--- config.mk ---
export PLATFORM = sky130hd
export DESIGN_NAME = teclado_scan
export DESIGN_NICKNAME = d
export VERILOG_FILES = /design/src/rtl/teclado_scan.sv
export SDC_FILE = /design/constraint.sdc
export NUM_CORES = 1
export LEC_CHECK = 0
export BUFFER_PORTS_ARGS = -buffer_cell sky130_fd_sc_hd__buf_2
export CAP_MARGIN = 40
export CORE_MARGIN = 2
export CORE_UTILIZATION = 40
export CTS_BUF_LIST = sky130_fd_sc_hd__clkbuf_8
export DETAILED_ROUTE_END_ITERATION = 10
export GPL_TIMING_DRIVEN = 0
export PLACE_DENSITY_LB_ADDON = 0.05
export SKIP_CTS_REPAIR_TIMING = 1
export SLEW_MARGIN = 5
export SYNTH_ARGS = -nofsm -noshare
export SYNTH_HDL_FRONTEND = slang
export SYNTH_SLANG_ARGS = --single-unit
--- constraint.sdc ---
create_clock -name clk -period 7.2 [get_ports clk]
set_input_delay 1.44 -clock clk [delete_from_list [all_inputs] [get_ports clk]]
set_output_delay 1.44 -clock clk [all_outputs]
set_load 0.005 [all_outputs]
--- src/rtl/teclado_scan.sv ---
// Matrix keypad scanner: drives one column low at a time, debounces the sensed rows,
// and hands out one key code per press through a valid/ready holding register.
module teclado_scan #(
    parameter int N_COLS = 4,
    parameter int N_ROWS = 4,
    parameter int DIV    = 27000,
    parameter int DEB    = 4
) (
    input  logic                                clk,
    input  logic                                n_reset,
    input  logic [N_ROWS-1:0]                   filas,
    output logic [N_COLS-1:0]                   columnas,
    output logic [$clog2(N_COLS*N_ROWS)-1:0]    key_code,
    output logic                                key_valid,
    input  logic                                key_ready,
    output logic                                overflow,
    output logic                                scan_tick
);

    localparam int CW  = $clog2(N_COLS*N_ROWS);
    localparam int CLW = $clog2(N_COLS);
    localparam int RW  = $clog2(N_ROWS);
    localparam int DVW = $clog2(DIV);
    localparam int DBW = $clog2(DEB+1);

    typedef enum logic [1:0] {SCAN, DEBOUNCE, HELD, RELEASE} state_t;

    logic [N_ROWS-1:0] r_sync1;
    logic [N_ROWS-1:0] r_fs;
    logic [DVW-1:0]    r_div;
    state_t            r_state;
    logic [CLW-1:0]    r_col;
    logic [N_COLS-1:0] r_columnas;
    logic [DBW-1:0]    r_deb;
    logic [N_ROWS-1:0] r_pat;
    logic [CW-1:0]     r_key_code;
    logic              r_key_valid;
    logic              r_overflow;

    logic              w_tick;
    logic              w_all_high;
    logic [CLW-1:0]    w_col_adv;
    state_t            w_next_state;
    logic [CLW-1:0]    w_next_col;
    logic [DBW-1:0]    w_next_deb;
    logic [N_ROWS-1:0] w_next_pat;
    logic              w_accept;
    logic [N_ROWS-1:0] w_acc_pat;
    logic [RW-1:0]     w_row;
    logic [CW-1:0]     w_code;

    always_ff @(posedge clk or negedge n_reset) begin
        if (!n_reset) begin
            r_sync1 <= '1;
            r_fs    <= '1;
        end else begin
            r_sync1 <= filas;
            r_fs    <= r_sync1;
        end
    end

    always_ff @(posedge clk or negedge n_reset) begin
        if (!n_reset) begin
            r_div <= '0;
        end else if (w_tick) begin
            r_div <= '0;
        end else begin
            r_div <= r_div + DVW'(1);
        end
    end

    assign w_tick     = (r_div == DVW'(DIV-1));
    assign w_all_high = &r_fs;
    assign w_col_adv  = (r_col == CLW'(N_COLS-1)) ? '0 : r_col + CLW'(1);

    always_ff @(posedge clk or negedge n_reset) begin
        if (!n_reset) begin
            r_state    <= SCAN;
            r_col      <= '0;
            r_columnas <= ~N_COLS'(1);
            r_deb      <= '0;
            r_pat      <= '1;
        end else begin
            r_state    <= w_next_state;
            r_col      <= w_next_col;
            r_columnas <= ~(N_COLS'(1) << w_next_col);
            r_deb      <= w_next_deb;
            r_pat      <= w_next_pat;
        end
    end

    // The count includes the tick that first saw the pattern, so DEB=1 accepts straight from SCAN.
    always_comb begin
        w_next_state = r_state;
        w_next_col   = r_col;
        w_next_deb   = r_deb;
        w_next_pat   = r_pat;
        w_accept     = 1'b0;
        w_acc_pat    = r_pat;
        if (w_tick) begin
            case (r_state)
                SCAN: begin
                    if (w_all_high) begin
                        w_next_col = w_col_adv;
                    end else begin
                        w_next_pat = r_fs;
                        w_acc_pat  = r_fs;
                        w_next_deb = DBW'(1);
                        if (DEB == 1) begin
                            w_accept     = 1'b1;
                            w_next_state = HELD;
                        end else begin
                            w_next_state = DEBOUNCE;
                        end
                    end
                end
                DEBOUNCE: begin
                    if (r_fs == r_pat) begin
                        if (int'(r_deb) + 1 >= DEB) begin
                            w_accept     = 1'b1;
                            w_next_state = HELD;
                        end else begin
                            w_next_deb = r_deb + DBW'(1);
                        end
                    end else begin
                        w_next_col   = w_col_adv;
                        w_next_state = SCAN;
                        w_next_deb   = '0;
                    end
                end
                HELD: begin
                    if (w_all_high) begin
                        w_next_state = RELEASE;
                        w_next_deb   = DBW'(1);
                    end
                end
                RELEASE: begin
                    if (w_all_high) begin
                        if (int'(r_deb) + 1 >= DEB) begin
                            w_next_col   = w_col_adv;
                            w_next_state = SCAN;
                            w_next_deb   = '0;
                        end else begin
                            w_next_deb = r_deb + DBW'(1);
                        end
                    end else begin
                        w_next_state = HELD;
                    end
                end
                default: w_next_state = SCAN;
            endcase
        end
    end

    // Lowest-numbered closed row wins when several rows are low together.
    always_comb begin
        w_row = '0;
        for (int i = N_ROWS-1; i >= 0; i--) begin
            if (!w_acc_pat[i]) begin
                w_row = RW'(i);
            end
        end
    end

    assign w_code = CW'(int'(w_row) * N_COLS + int'(r_col));

    always_ff @(posedge clk or negedge n_reset) begin
        if (!n_reset) begin
            r_key_code  <= '0;
            r_key_valid <= 1'b0;
            r_overflow  <= 1'b0;
        end else if (w_accept) begin
            if (!r_key_valid || key_ready) begin
                r_key_code  <= w_code;
                r_key_valid <= 1'b1;
            end else begin
                r_overflow <= 1'b1;
            end
        end else if (key_ready) begin
            r_key_valid <= 1'b0;
        end
    end

    assign columnas  = r_columnas;
    assign key_code  = r_key_code;
    assign key_valid = r_key_valid;
    assign overflow  = r_overflow;
    assign scan_tick = w_tick;

endmodule

# Word level (Yosys, flattened, before mapping)
# Index checks and enable logic that the tools add are counted.
# classes
div_mod_pow	0
multipliers	0
shift	1
n_eq_ne	13
reduce_logical	10
n_bitwise	2
muxes	36
order_cmp	1
n_addsub	5
# ops
op	n
$mux W2	16
$mux W3	6
$add A15 B1 Y15 const B	1
$eq A15 B15 Y1 const B	1
$mux W15	1
$mux W4	3
$pmux W3 S4	1
$reduce_and A5 Y1	2
$ne A3 B3 Y1 const B	3
$pmux W2 S4	1
$mux W1	7
$eq A2 B2 Y1 const B	3
$ne A2 B2 Y1 const B	3
$pmux W2 S3	1
$reduce_and A2 Y1	3
$add A3 B1 Y4 const B	1
$add A4 B2 Y4	1
$eq A4 B4 Y1	1
$ge A4 B3 Y1 const B	1
$not A4 Y4	1
$reduce_and A4 Y1	1
$shl A1 B2 Y4 const A	1
$add A3 B1 Y3 const B	1
$add A2 B1 Y2 const B	1
7 further kinds	7
# word_totals
mem_bits_ro	0
mem_bits_rw	0
latch_bits	0
out_inout_bits	11
register_bits	44
n_memories	0

# Longest topological paths before layout
# depth
word_depth	9
depth_mapped	7

# Worst setup path after synthesis
# Ideal clock, no wire load.
# synth_timing
path_type	register to output
start	register r_div[3]
end	output scan_tick
path_stages_with_launch	4
path_slack_ns	3.896
arrival_time_ns	1.864
required_ns	5.760
n_path_buf	1
path_cell_list	dfrtp_1 -> or4b_2 -> nor4_1 -> clkbuf_1
# synth_via
elab_chain_cells	1
# synth_rtl
item	line_no	text
start: declaration	30	logic [DVW-1:0] r_div;
start signal: assignment	68	r_div <= r_div + DVW'(1);
$eq A15 B15 Y1	72	assign w_tick = (r_div == DVW'(DIV-1));
end: declaration	17	output logic scan_tick
# Every way passes these cells.

# Final worst setup path
# Same ends and word-level chain as after synthesis.

==> impl_metrics.yaml <==
final_layout:
  multi_input_area_sq_um: 877
  final-seq-area_sq_um: 1120
  fill_cells: 450
  area_growth_pct: 14.5
  final_cell_mix: "29 x dfrtp_1, 21 x nor2_1, 17 x nand2_1, 17 x buf_2, 15 x dfstp_2"
  layout_commonest_cell: "dfrtp_1"
  n_antenna_cell: 0
  fin_nets: 214
  drive_above_1_share_pct: 28.8
  fin_cells: 272
  fin_area_sq_um: 2330
floorplanning:
  pin_count: 18
  die-area_sq_um: 5670
  rows: 25
  die_w_microns: 75.3
  die_height_microns: 75.3
  fp.coreArea_sq_um: 4820
  start_util_pct: 42.2
global_route:
  antenna_found_initial: 0
  grt-ovfl-total: 0
  grt_pass1_vias: 1313
  grt_pass1_wl_microns: 6150
  grt_start_max_net_pins: 25
  track_usage_pct: 14.3
routing:
  drt_wl_total_microns: 3540
  met3RoutedLength_microns: 122
  wl_per_cell_microns: 13.0
  via_per_inst: 4.93
  wl_met2_microns: 1560
  post-route-drc-count: 0
  topRoutingLayerUsed: "met4"
  final_antenna_net_count: 0
  via_count: 1342
  dr.pass1.iters: 4
  drt_iter0_drc: 42
  m1WireLength_microns: 1810
placement:
  portBuffers: 17
  dp.cells: 264
  gp_congestion: 0.806
  post-dp-hpwl_microns: 2500
  placed_area_sq_um: 2230
clocking:
  insertion_delay_ns: 0.29
  cts_tree: "built"
  root_buffer: "clkbuf_8"
  clock_path_buffers: 2
  cts_inserted_buffers: 5
  clkSinkCount: 44
  htree_levels: 2
  cts.clk_slew.worst_paths_ns: 0.08
min_path:
  hp-class: "reg -> reg"
worst_setup_path:
  reg2reg_to: "key_code[3]"
  crit_start: "r_div[3]"
  r2r_setup_slack_ns: 4.52
  cp_max_fo: 10
  worstSetupPathType: "reg -> out"
  worst_ep_required_time_ns: 5.76
  cp.arrival_ns: 2.72
  crit_end: "scan_tick"
  crit_path_start_kind: "register"
  cp-end-kind: "primary output"
  reg2reg_depth: 6
  rr_startpoint: "r_div[3]"
sta:
  hold_viol: 0
  finalSetupViolCount: 0
  fin_crit_sh_pct: 57.7
  hold_slack_ns: 0.359
  skew_ns: 0.00316
  finalCriticalPeriod_ns: 4.16
  timing.fmax_mhz: 241
  slew_viol_final: 0
  slew_headroom_pct: 37.7
  tightestPinTransition_ns: 0.927
  setup_tns_ns: 0
  rsz0062_at_grt: "no"
power_and_ir_drop:
  power_leakage_nw: 1.08
  pwr-share-clk_pct: 38.0
  switching_share_pct: 21.9
  ir_drop_mv: 0.0782
  p_sw_mw: 0.0932
  internal_power_mw: 0.333
  seq_power_share_pct: 59.4
  pwr-share-comb_pct: 2.6
  p_per_area_nw_per_um2: 183
yosys:
  syn-cell-area_sq_um: 2030
  syn-num-nets: 189
  syn_inst: 179
  synth.avg_cell_area_sq_um: 11.4
  synth_cell_type_count: 39
  synthArstFlopShare_pct: 100
  yosysSeqAreaShare_pct: 55.0
  ys_ff_latch: 44
  synth-edff-count: 0
  yosysWarnings: 0
  ys.flop_type: "dfrtp_1"
flow_run:
  cap_violations: 0
status:
  status: "finished, final reports clean"
## cell usage after synthesis (4+ instances only)
library cell	n	share of area (%)
mux2i_1	4	2.0
o21ai_0	7	1.7
mux2_2	8	4.4
inv_1	4	0.74
xor2_1	10	4.3
nand2_1	17	3.1
dfrtp_1	29	36
nor2_1	21	3.9
xnor2_1	7	3.0
nand3_1	7	1.7
a21oi_1	4	0.98
dfstp_2	15	19
## per-stage QoR
stage	setup slack, ns	power [mW]	utilization [%]
final	3.04	0.426	48.3
after CTS	2.95	0.434	48.3
after detailed placement	3.30	0.269	46.3
after global placement	3.28	0.267	45.7
after floorplan	3.90	0.260	-
after global routing	2.74	0.445	48.3
## critical path, stage by stage, from the launching register on
cell	delay, ns
dfrtp_1	0.44
or4b_2	0.67
nor4_1	0.70
clkbuf_1	0.43
buf_2	0.20
## worst min-delay path by stage
stage	start	end	slack, ns	depth (start not counted)
after floorplan	r_sync1[0]	r_fs[0]	0.35	0
after global placement	r_sync1[2]	r_fs[2]	0.35	0
after detailed placement	r_sync1[3]	r_fs[3]	0.35	0
after CTS	r_sync1[3]	r_fs[3]	0.36	0
after global routing	r_sync1[0]	r_fs[0]	0.37	0
final	r_sync1[3]	r_fs[3]	0.36	0
## cells by family after synthesis
| kind of cell | Yosys count | synth area share [%] |
|---|---|---|
| compound gates | 17 | 5.35 |
| xor+xnor | 17 | 7.32 |
| fa+ha+maj | 3 | 1.85 |
| buf+inv | 8 | 1.84 |
| flops | 44 | 55.0 |
| mux | 17 | 9.72 |
| simple gates | 73 | 18.9 |
## state kept, by name, summed over array words and instances (netlist names)
signal     cells
columnas       4
key_code       4
key_valid      1
overflow       1
r_col          2
r_deb          3
r_div         15
r_fs           4
r_pat          4
r_state        2
r_sync1        4
## power by group through the flow
stage | sequential [mW] | clock, mW | combinational [mW]
finish | 0.253 | 0.162 | 0.0110
floorplan | 0.257 | 0 | 0.00256
CTS | 0.253 | 0.170 | 0.0114
global route | 0.254 | 0.179 | 0.0126
global placement | 0.258 | 0 | 0.00928
detailed placement | 0.258 | 0 | 0.0113
## routing by layer
layer,global-route usage [%],vias up
li1,-,673
met1,19.8,634
met2,21.7,31
met3,3.57,4
met4,5.46,0
met5,0,-
## final cells by class
cell class | count | share of cell area (%)
Inverter | 4 | 0.645
Clock buffer | 6 | 3.55
Timing Repair Buffer | 18 | 4.84
Buffer | 4 | 0.967
Clock inverter | 2 | 0.645
Multi-Input combinational cell | 127 | 37.7
Sequential cell | 44 | 48.1
Tap cell | 67 | 3.60
Note: power is estimated with default switching activity, not from simulation.
